### src/rtl/synfifo_stream_pkg.sv
// Shared constants and helpers for the SynFifo stream reader.
//   BEAT_CNT_W     : width of the burst beat counter
//   MAX_RD_LATENCY : largest supported FIFO read latency
//   clog2_w()      : ceil(log2(n)), never less than 1, for sizing counters/pointers
package synfifo_stream_pkg;

    localparam int BEAT_CNT_W     = 16;
    localparam int MAX_RD_LATENCY = 3;

    function automatic int clog2_w(input int n);
        int w;
        w = 1;
        while ((1 << w) < n) begin
            w++;
        end
        return w;
    endfunction

endpackage

### src/rtl/synfifo_stream_reader_stream_buf.sv
// stream_buf: small circular buffer that absorbs words landing from the FIFO
// read pipe and presents the oldest one as the stream head.
//   clk, rst    : clock, synchronous active-high reset
//   push        : write push_data at the tail this cycle
//   push_data   : word to store
//   pop         : consumer takes the head (ignored when empty)
//   head_data   : oldest stored word (0 when empty)
//   head_valid  : buffer holds at least one word
//   occ         : number of stored words
module stream_buf
    import synfifo_stream_pkg::*;
#(
    parameter int DATA_WIDTH = 8,
    parameter int DEPTH      = 3
) (
    input  logic                           clk,
    input  logic                           rst,
    input  logic                           push,
    input  logic [DATA_WIDTH-1:0]          push_data,
    input  logic                           pop,
    output logic [DATA_WIDTH-1:0]          head_data,
    output logic                           head_valid,
    output logic [clog2_w(DEPTH+1)-1:0]    occ
);

    localparam int PTR_W = clog2_w(DEPTH);
    localparam int OCC_W = clog2_w(DEPTH + 1);

    logic [DATA_WIDTH-1:0] mem_q [DEPTH];
    logic [DATA_WIDTH-1:0] mem_d [DEPTH];
    logic [PTR_W-1:0]      wr_ptr_q, wr_ptr_d;
    logic [PTR_W-1:0]      rd_ptr_q, rd_ptr_d;
    logic [OCC_W-1:0]      occ_q, occ_d;
    logic                  do_pop;

    // Pointers wrap at DEPTH, which need not be a power of two.
    function automatic logic [PTR_W-1:0] ptr_inc(input logic [PTR_W-1:0] p);
        return (p == PTR_W'(DEPTH - 1)) ? '0 : p + PTR_W'(1);
    endfunction

    always_comb begin
        do_pop   = pop && (occ_q != '0);
        mem_d    = mem_q;
        wr_ptr_d = wr_ptr_q;
        rd_ptr_d = rd_ptr_q;
        occ_d    = occ_q;
        if (push) begin
            mem_d[wr_ptr_q] = push_data;
            wr_ptr_d        = ptr_inc(wr_ptr_q);
        end
        if (do_pop) begin
            rd_ptr_d = ptr_inc(rd_ptr_q);
        end
        case ({push, do_pop})
            2'b10:   occ_d = occ_q + OCC_W'(1);
            2'b01:   occ_d = occ_q - OCC_W'(1);
            default: occ_d = occ_q;
        endcase
    end

    always_ff @(posedge clk) begin
        if (rst) begin
            for (int i = 0; i < DEPTH; i++) begin
                mem_q[i] <= '0;
            end
            wr_ptr_q <= '0;
            rd_ptr_q <= '0;
            occ_q    <= '0;
        end else begin
            mem_q    <= mem_d;
            wr_ptr_q <= wr_ptr_d;
            rd_ptr_q <= rd_ptr_d;
            occ_q    <= occ_d;
        end
    end

    // The head slot is never written while occupied, so the head is stable
    // until it is popped.
    assign head_valid = (occ_q != '0);
    assign head_data  = head_valid ? mem_q[rd_ptr_q] : '0;
    assign occ        = occ_q;

    // The upstream credit check must make overflow impossible.
    assert property (@(posedge clk) disable iff (rst)
        !(push && !do_pop && (occ_q == OCC_W'(DEPTH))))
        else $error("stream_buf overflow");

endmodule

### src/rtl/synfifo_stream_reader.sv
// synfifo_stream_reader: drains a SynFifo into a valid/ready stream.
// Reads are issued only when a buffer slot is guaranteed for the returning
// word, so the FIFO read latency is hidden and 1 word/cycle is sustained.
//   clk, rst    : clock, synchronous active-high reset
//   enable      : allow new reads (in-flight reads always complete)
//   fifo_empty  : SynFifo empty flag
//   fifo_data   : SynFifo read data, valid RD_LATENCY cycles after rdreq
//   fifo_rdreq  : read request to SynFifo
//   out_data    : stream word
//   out_valid   : out_data holds a word
//   out_ready   : consumer accepts the word this cycle
//   out_last    : final beat of a BURST_LEN-beat burst
//   busy        : words buffered or reads in flight
// Handshake: a beat moves on a clk edge where out_valid && out_ready; while
// out_valid is high and out_ready low, out_data/out_valid/out_last hold.
module synfifo_stream_reader
    import synfifo_stream_pkg::*;
#(
    parameter int DATA_WIDTH = 8,
    parameter int RD_LATENCY = 1,
    parameter int BURST_LEN  = 16
) (
    input  logic                  clk,
    input  logic                  rst,
    input  logic                  enable,
    input  logic                  fifo_empty,
    input  logic [DATA_WIDTH-1:0] fifo_data,
    output logic                  fifo_rdreq,
    output logic [DATA_WIDTH-1:0] out_data,
    output logic                  out_valid,
    input  logic                  out_ready,
    output logic                  out_last,
    output logic                  busy
);

    localparam int BUF_DEPTH = RD_LATENCY + 2;
    localparam int OCC_W     = clog2_w(BUF_DEPTH + 1);
    localparam logic [OCC_W:0] CREDIT_MAX = (OCC_W + 1)'(BUF_DEPTH);

    logic [RD_LATENCY-1:0] pipe_q, pipe_d;
    logic [BEAT_CNT_W-1:0] beat_cnt_q, beat_cnt_d;
    logic [OCC_W-1:0]      occ;
    logic [OCC_W-1:0]      inflight;
    logic [OCC_W:0]        credit_used;
    logic                  xfer;

    always_comb begin
        inflight = '0;
        for (int i = 0; i < RD_LATENCY; i++) begin
            inflight = inflight + OCC_W'(pipe_q[i]);
        end
    end

    // Every word already requested owns a buffer slot; only request when a
    // free slot remains. rst gates the request so nothing is read while the
    // FIFO and this block are being cleared.
    assign credit_used = {1'b0, occ} + {1'b0, inflight};
    assign fifo_rdreq  = !rst && enable && !fifo_empty && (credit_used < CREDIT_MAX);

    // Valid pipe: bit 0 is the request just sampled; the top bit marks the
    // cycle in which fifo_data carries that word.
    always_comb begin
        pipe_d    = '0;
        pipe_d[0] = fifo_rdreq;
        for (int i = 1; i < RD_LATENCY; i++) begin
            pipe_d[i] = pipe_q[i-1];
        end
    end

    assign xfer     = out_valid && out_ready;
    assign out_last = out_valid && (beat_cnt_q == BEAT_CNT_W'(BURST_LEN - 1));

    always_comb begin
        beat_cnt_d = beat_cnt_q;
        if (xfer) begin
            beat_cnt_d = out_last ? '0 : beat_cnt_q + BEAT_CNT_W'(1);
        end
    end

    always_ff @(posedge clk) begin
        if (rst) begin
            pipe_q     <= '0;
            beat_cnt_q <= '0;
        end else begin
            pipe_q     <= pipe_d;
            beat_cnt_q <= beat_cnt_d;
        end
    end

    stream_buf #(
        .DATA_WIDTH (DATA_WIDTH),
        .DEPTH      (BUF_DEPTH)
    ) u_buf (
        .clk        (clk),
        .rst        (rst),
        .push       (pipe_q[RD_LATENCY-1]),
        .push_data  (fifo_data),
        .pop        (xfer),
        .head_data  (out_data),
        .head_valid (out_valid),
        .occ        (occ)
    );

    assign busy = (occ != '0) || (pipe_q != '0);

    assert property (@(posedge clk) (RD_LATENCY >= 1) && (RD_LATENCY <= MAX_RD_LATENCY))
        else $error("RD_LATENCY out of range");

endmodule

### config.mk
export PLATFORM = sky130hd
export DESIGN_NAME = synfifo_stream_reader
export DESIGN_NICKNAME = d
export VERILOG_FILES = /design/src/rtl/synfifo_stream_pkg.sv /design/src/rtl/synfifo_stream_reader_stream_buf.sv /design/src/rtl/synfifo_stream_reader.sv
export SDC_FILE = /design/constraint.sdc
export NUM_CORES = 1
export LEC_CHECK = 0
export BUFFER_PORTS_ARGS = -buffer_cell sky130_fd_sc_hd__buf_4
export CORE_MARGIN = 8
export CORE_UTILIZATION = 45
export DETAILED_ROUTE_END_ITERATION = 6
export HOLD_SLACK_MARGIN = 0.05
export SLEW_MARGIN = 20
export SYNTH_ARGS = -nofsm -noshare
export SYNTH_HDL_FRONTEND = slang
export SYNTH_HIERARCHICAL = 1
export SYNTH_SLANG_ARGS = --single-unit
export TNS_END_PERCENT = 100
### constraint.sdc
create_clock -name clk -period 3 [get_ports clk]
set_input_delay 0.15 -clock clk [delete_from_list [all_inputs] [get_ports clk]]
set_output_delay 0.15 -clock clk [all_outputs]
set_load 0.01 [all_outputs]
; Yosys cells after proc, flatten, opt, wreduce, memory -nomap -nowiden
; Index checks and enable logic that the tools add are counted.
[op_classes]
eq_ne = 5
magnitude_cmp = 4
muxes = 11
n_reduce_logical = 12
addsub = 6
bitwise = 2
[ops]
columns = op, n
row1 = two-way mux 8 bit, 4
row2 = bitwise mux 24 bit, 1
row3 = "adder 16 x 1 -> 16 bit, second input constant", 1
row4 = binary-select mux 8 bit (select 2 bit), 1
row5 = demux 8 bit (select 2 bit), 1
row6 = "== test 16 x 4 -> 1 bit, second input constant", 1
row7 = two-way mux 16 bit, 1
row8 = logical AND 1 bit, 7
row9 = "adder 2 x 1 -> 2 bit, second input constant", 3
row10 = "== test 2 bit, second input constant", 3
row11 = "greater-or-equal comparator 3 bit, second input constant", 2
row12 = NOT 2 -> 3 bit, 2
row13 = two-way mux 2 bit, 2
row14 = case mux 2 bit (2 select lines), 1
row15 = nonzero test 2 bit, 2
row16 = adder 2 x 1 -> 3 bit, 1
row17 = "< comparator 3 x 1 -> 1 bit, second input constant", 1
row18 = "< comparator 3 x 2 -> 1 bit, second input constant", 1
row19 = "== test 2 x 1 -> 1 bit, second input constant", 1
row20 = zero test 1 bit, 2
row21 = "subtractor 2 x 1 -> 2 bit, second input constant", 1
row22 = logical OR 1 bit, 1
[totals]
output_inout_bits = 12
inputBits = 13
ff_bits = 47
elab_cells = 48

; Logic depth before layout (Yosys ltp)
[logic_depth]
ltp_word = 6
ltp_mapped = 10
depth_no_buf = 9

; Hierarchy
; Netlist, hierarchy kept.
[modules_own_cells]
columns = module, cells_per_inst, seq_area_each_um2, area_per_inst_um2, instances
row1 = stream_buf, 144, 600.6, 1333.8, 1
row2 = synfifo_stream_reader, 95, 340.3, 862.1, 1

; Worst setup path after synthesis
; No wires, ideal clock.
[synth_timing]
kind = reg-to-reg
start = register u_buf.occ_q[0], in the netlist u_buf/occ[0]
end = register u_buf.occ_q[1], in the netlist u_buf/occ[1]
required_time_ns = 2.929
arrival_time_ns = 2.082
setup_slack_ns = 0.847
synth_period_minus_slack_ns = 2.153
stages_incl_launch_ff = 10
setup_ns = 0.071
n_path_buf = 1
cell_sequence = dfxtp_1 nor2_1 inv_1 and2_1 clkbuf_2 o21ai_2 inv_1 ha_1 or3_1 a21oi_1
[synth_between]
elab_chain_len = 5
elab_cells_between_ends = 9
cone_classes = 2 x add/sub / 2 x eq/ne / 1 x mux / 4 x reduce/logical
[synth_rtl]
columns = item, line_no
row1 = start: declaration, synfifo_stream_reader_stream_buf.sv:33  ; logic [OCC_W-1:0] occ_q, occ_d;
row2 = start signal: assignment, synfifo_stream_reader_stream_buf.sv:68  ; occ_q <= '0;
row3 = start signal: assignment, synfifo_stream_reader_stream_buf.sv:73  ; occ_q <= occ_d;
row4 = nonzero test 2 bit *, synfifo_stream_reader_stream_buf.sv:79  ; assign head_valid = (occ_q != '0);
row5 = via out_valid, synfifo_stream_reader.sv:30  ; output logic out_valid,
row6 = logical AND 1 bit *, synfifo_stream_reader.sv:70  ; assign xfer = out_valid && out_ready;
row7 = via xfer, synfifo_stream_reader.sv:45  ; logic xfer;
row8 = logical AND 1 bit *, synfifo_stream_reader_stream_buf.sv:42  ; do_pop = pop && (occ_q != '0);
row9 = via u_buf.do_pop, synfifo_stream_reader_stream_buf.sv:34  ; logic do_pop;
row10 = == test 2 x 1 -> 1 bit or == test 2 bit (tied branches), synfifo_stream_reader_stream_buf.sv:54  ; case ({push, do_pop})
row11 = case mux 2 bit (2 select lines) or nonzero test 2 bit (tied branches), n/a
; Mark *: on every way through the listed nets, which the timed path passes. The rest lies on a longest branch.
; A chain may end at the register's enable or synchronous reset.

; Final worst setup path
[layout_timing]
start = register u_buf.occ_q[0], in the netlist u_buf/occ[0]
end = register u_buf.occ_q[1], in the netlist u_buf/occ[1]
[layout_between]
elab_chain_len = 5
elab_cells_between_ends = 9
cone_classes = 2 x add/sub / 2 x eq/ne / 1 x mux / 4 x reduce/logical
[layout_rtl]
columns = item, line_no
row1 = nonzero test 2 bit *, "synfifo_stream_reader_stream_buf.sv:42, synfifo_stream_reader_stream_buf.sv:79"
row2 = logical AND 1 bit, synfifo_stream_reader.sv:70
row3 = logical AND 1 bit *, synfifo_stream_reader_stream_buf.sv:42
row4 = via u_buf.do_pop, synfifo_stream_reader_stream_buf.sv:34
row5 = == test 2 x 1 -> 1 bit or == test 2 bit (tied branches), synfifo_stream_reader_stream_buf.sv:54
row6 = case mux 2 bit (2 select lines) or nonzero test 2 bit (tied branches), n/a
; Marked as above.

==> flow_metrics.env <==
export IMPL_fin_nets=277
export IMPL_total_routing_usage_gr=0.132
export IMPL_insertion_delay_ps=300
export IMPL_fraction_of_the_yosys_area_taken_by_sequential_cells=0.428
export IMPL_p_leak_nw=1.01
export IMPL_holdPathEnd="u_buf/mem_q[0]$_SDFFE_PP0P_"
export IMPL_internal_power_mw=0.937
export IMPL_global_route_wire_length_before_repair_mm=7.88
export IMPL_final_cell_count_no_fill=328
export IMPL_post_route_min_period_ps=2520
export IMPL_critPathMaxStageDelay_ps=580
export IMPL_worst_setup_hold_path_clk_slew_ps=90
export IMPL_reg2reg_depth=8
export IMPL_slew_violations=0
export IMPL_worst_slew_pin_transition_ps=917
export IMPL_sw_frac_of_total=0.214
export IMPL_drc=0
export IMPL_cts_root_buf="clkbuf_8"
export IMPL_timing_critical_path_to_type="register"
export IMPL_power_density_mw_per_mm2=471
export IMPL_r2r_start="u_buf/occ[0]$_SDFFE_PP0P_"
export IMPL_yosys_register_bits=47
export IMPL_crit_required_ps=3230
export IMPL_layout_area_overhead_vs_synth_pct=15.2
export IMPL_synth_edf_count=0
export IMPL_setup_viol_count_final=0
export IMPL_die_area_mm2=0.00737
export IMPL_layout_drive_gt1_share=0.184
export IMPL_crit_path_leading_delay_family="simple AND/OR/NAND/NOR gates"
export IMPL_unrepaired_setup_endpoints_after_global_routing="false"
export IMPL_placement_rows=25
export IMPL_synth_fp_nets=256
export IMPL_worstPathArrival_ps=2750
export IMPL_floorplan_initialDensity=0.465
export IMPL_ir_worst_vdd_uv=260
export IMPL_detail_route_iter0_violations=60
export IMPL_timing_final_hold_violations=0
export IMPL_cts_repair_resize_count=0
export IMPL_globalRouteOverflowTotal=0
export IMPL_core_area_mm2=0.00472
export IMPL_min_path_type="input port to register"
export IMPL_critical_path_slowest_cell="nor2_1"
export IMPL_critical_path_cell_chain="nor2_1 > inv_1 > and2_1 > o21ai_2 > inv_1 > ha_1 > or3_1 > a21oi_1"
export IMPL_synth_distinct_cells=43
export IMPL_average_cell_area_after_synthesis_um2=9.19
export IMPL_hpwl_mm=3.03
export IMPL_die_h_um=85.9
export IMPL_routabilityCongestion=0.748
export IMPL_pin_count_of_the_biggest_net_entering_global_routing=34
export IMPL_clock_skew_final_ps=5.79
export IMPL_post_drt_wl_per_cell_um=13.3
export IMPL_vias_in_the_first_global_route=1755
export IMPL_synth_top_flop_cell="dfxtp_1"
export IMPL_ant_nets=0
export IMPL_holdCritStartpoint="fifo_data[0]"
export IMPL_cap_violations=0
export IMPL_p_seq_frac=0.537
export IMPL_max_slew_margin_rel=0.386
export IMPL_power_switching_mw=0.255
export IMPL_cts_hold_fix_buffers=0
export IMPL_cts_num_sinks=47
export IMPL_worst_hold_path_num_cells=3
export IMPL_max_freq_ghz=0.397
export IMPL_critPathKind="register to register"
export IMPL_min_period_over_period=0.839
export IMPL_cts_root_to_sink_buffers=2
export IMPL_route_final_wire_length_mm=4.35
export IMPL_postSynth_asyncResetShare=0
export IMPL_finalCoreUtilization=0.535
export IMPL_run_status="finished, final reports clean"
export IMPL_finalSetupTns_ps=0
export IMPL_crit_path_max_fanout=9
export IMPL_portBuffers=24
export IMPL_yosysWarnings=6
export IMPL_area_of_all_placed_cells_without_fillers_mm2=0.00253
export IMPL_detail_route_vias_per_cell=5.14
export IMPL_antenna_violations_before_repair=0
export IMPL_detailedRoute_firstPassIterationCount=4
export IMPL_placed_area_mm2=0.00241
export IMPL_place_inst=320
export IMPL_cts_htree_levels=2
export IMPL_dieWidth_um=85.9
export IMPL_syn_instance_count=239
export IMPL_clkPwrFrac=0.400
export IMPL_ff2ff_setup_slack_ps=480
export IMPL_cts_buffers=5
export IMPL_synth_area_mm2=0.00220
export IMPL_cp_buffers_inverters=2
export IMPL_dr_total_vias=1687
export IMPL_num_io_pins=25
export IMPL_total_power_mw=1.19
export IMPL_cts_setup_buffers=0
export IMPL_reg2reg_to="u_buf/occ[1]$_SDFFE_PP0P_"
export IMPL_crit_top_cell="inv_1"
export IMPL_critical_path_startpoint_type="register"
export IMPL_share_comb_of_total_power=0.063
export IMPL_tritoncts="built"
export IMPL_diodes=0
[state kept, by name, indices dropped and copies added (netlist names)]
name	count
u_buf/wr_ptr_q	2
u_buf/mem_q	24
u_buf/occ	2
beat_cnt_q	16
u_buf/rd_ptr_q	2
pipe_q	1
[worst reg2reg max path: cells and delay by family, from the launching register on]
family	cells	cell delay (ps)
and+or+nand+nor	3	1200
adders and majority gates	1	300
DFF	1	380
buffers and inverters	2	320
AOI/OAI and AO/OA	2	260
[cells in the mapped netlist, types with 2 or more instances]
cell | instances | area (um^2)
xnor2_1 | 5 | 43.8
or3_1 | 3 | 18.8
or2_2 | 3 | 18.8
nor3_1 | 2 | 10.0
nor2_1 | 41 | 154
nand3_1 | 4 | 20.0
o21ai_0 | 2 | 10.0
ha_1 | 4 | 50.1
nand4_1 | 6 | 37.5
and4_2 | 2 | 20.0
inv_1 | 3 | 11.3
buf_2 | 3 | 15.0
nor4_1 | 4 | 25.0
a21oi_1 | 17 | 85.1
nor4b_1 | 2 | 17.5
dfxtp_1 | 47 | 941
mux2i_1 | 32 | 320
or2_0 | 4 | 25.0
clkbuf_1 | 4 | 15.0
xor2_1 | 9 | 78.8
nand3b_1 | 2 | 15.0
and4_1 | 2 | 17.5
nand2_1 | 18 | 67.6
[cell type report]
class | instances | area (um^2)
inverters | 3 | 11.3
multi-input cells | 179 | 1190
well taps | 67 | 83.8
clock inverters | 2 | 35.0
fillers | 469 | 2190
flip-flops and latches | 47 | 941
clock buffers | 6 | 82.6
repair buffers | 24 | 180
[worst max path at each step]
| stage | startpoint | depth (start not counted) | end |
|---|---|---|---|
| finish | u_buf/occ[0]$_SDFFE_PP0P_ | 8 | u_buf/occ[1]$_SDFFE_PP0P_ |
| CTS | u_buf/occ[1]$_SDFFE_PP0P_ | 8 | u_buf/occ[1]$_SDFFE_PP0P_ |
| floorplan | u_buf/occ[0]$_SDFFE_PP0P_ | 9 | u_buf/occ[1]$_SDFFE_PP0P_ |
| global route | u_buf/occ[0]$_SDFFE_PP0P_ | 8 | u_buf/occ[1]$_SDFFE_PP0P_ |
| global placement | u_buf/occ[0]$_SDFFE_PP0P_ | 8 | u_buf/occ[1]$_SDFFE_PP0P_ |
| detailed placement | u_buf/occ[1]$_SDFFE_PP0P_ | 8 | u_buf/occ[1]$_SDFFE_PP0P_ |
[logic make-up after synthesis]
| kind of cell | after synthesis | synth area share |
|---|---|---|
| simple gates | 105 | 0.254 |
| xor+xnor | 14 | 0.0558 |
| mux | 32 | 0.146 |
| compound gates | 24 | 0.0638 |
| flops | 47 | 0.428 |
| fa+ha+maj | 4 | 0.0228 |
| buf+inv | 13 | 0.0296 |
[routing by layer]
layer,track usage,vias to the layer above,wire length (um)
met1,0.163,786,2140
met3,0.0344,8,158
met5,0,-,0
li1,-,867,-
met2,0.212,26,1990
met4,0.0573,0,68
[metrics by stage]
step,worst slack (ps),hold WS [ps]
4_1_cts,503,91.2
3_5_place_dp,471,412
5_1_grt,254,102
2_1_floorplan,847,227
6_report,483,99.1
3_3_place_gp,615,403
[power groups by stage]
stage               registers (mW)  logic (mW)  clock network, mW
finish                       0.640      0.0753              0.477
global route                 0.642      0.0845              0.519
CTS                          0.640      0.0764              0.496
detailed placement           0.655      0.0761                  0
global placement             0.654      0.0760                  0
floorplan                    0.652      0.0467                  0
[cells in the final DEF, fill, tap and decap left out, types with 3 or more instances in the layout]
master,Yosys,layout
or2_2,3,3
a21oi_1,17,17
inv_1,3,3
mux2i_1,32,32
buf_4,1,24
nand3_1,4,4
clkbuf_8,0,6
nor4_1,4,4
ha_1,4,4
nand2_1,18,18
or2_0,4,4
nand4_1,6,6
nor2_1,41,41
or3_1,3,3
dfxtp_1,47,47
xor2_1,9,9
xnor2_1,5,5
Power figures use the tool's default switching activity.
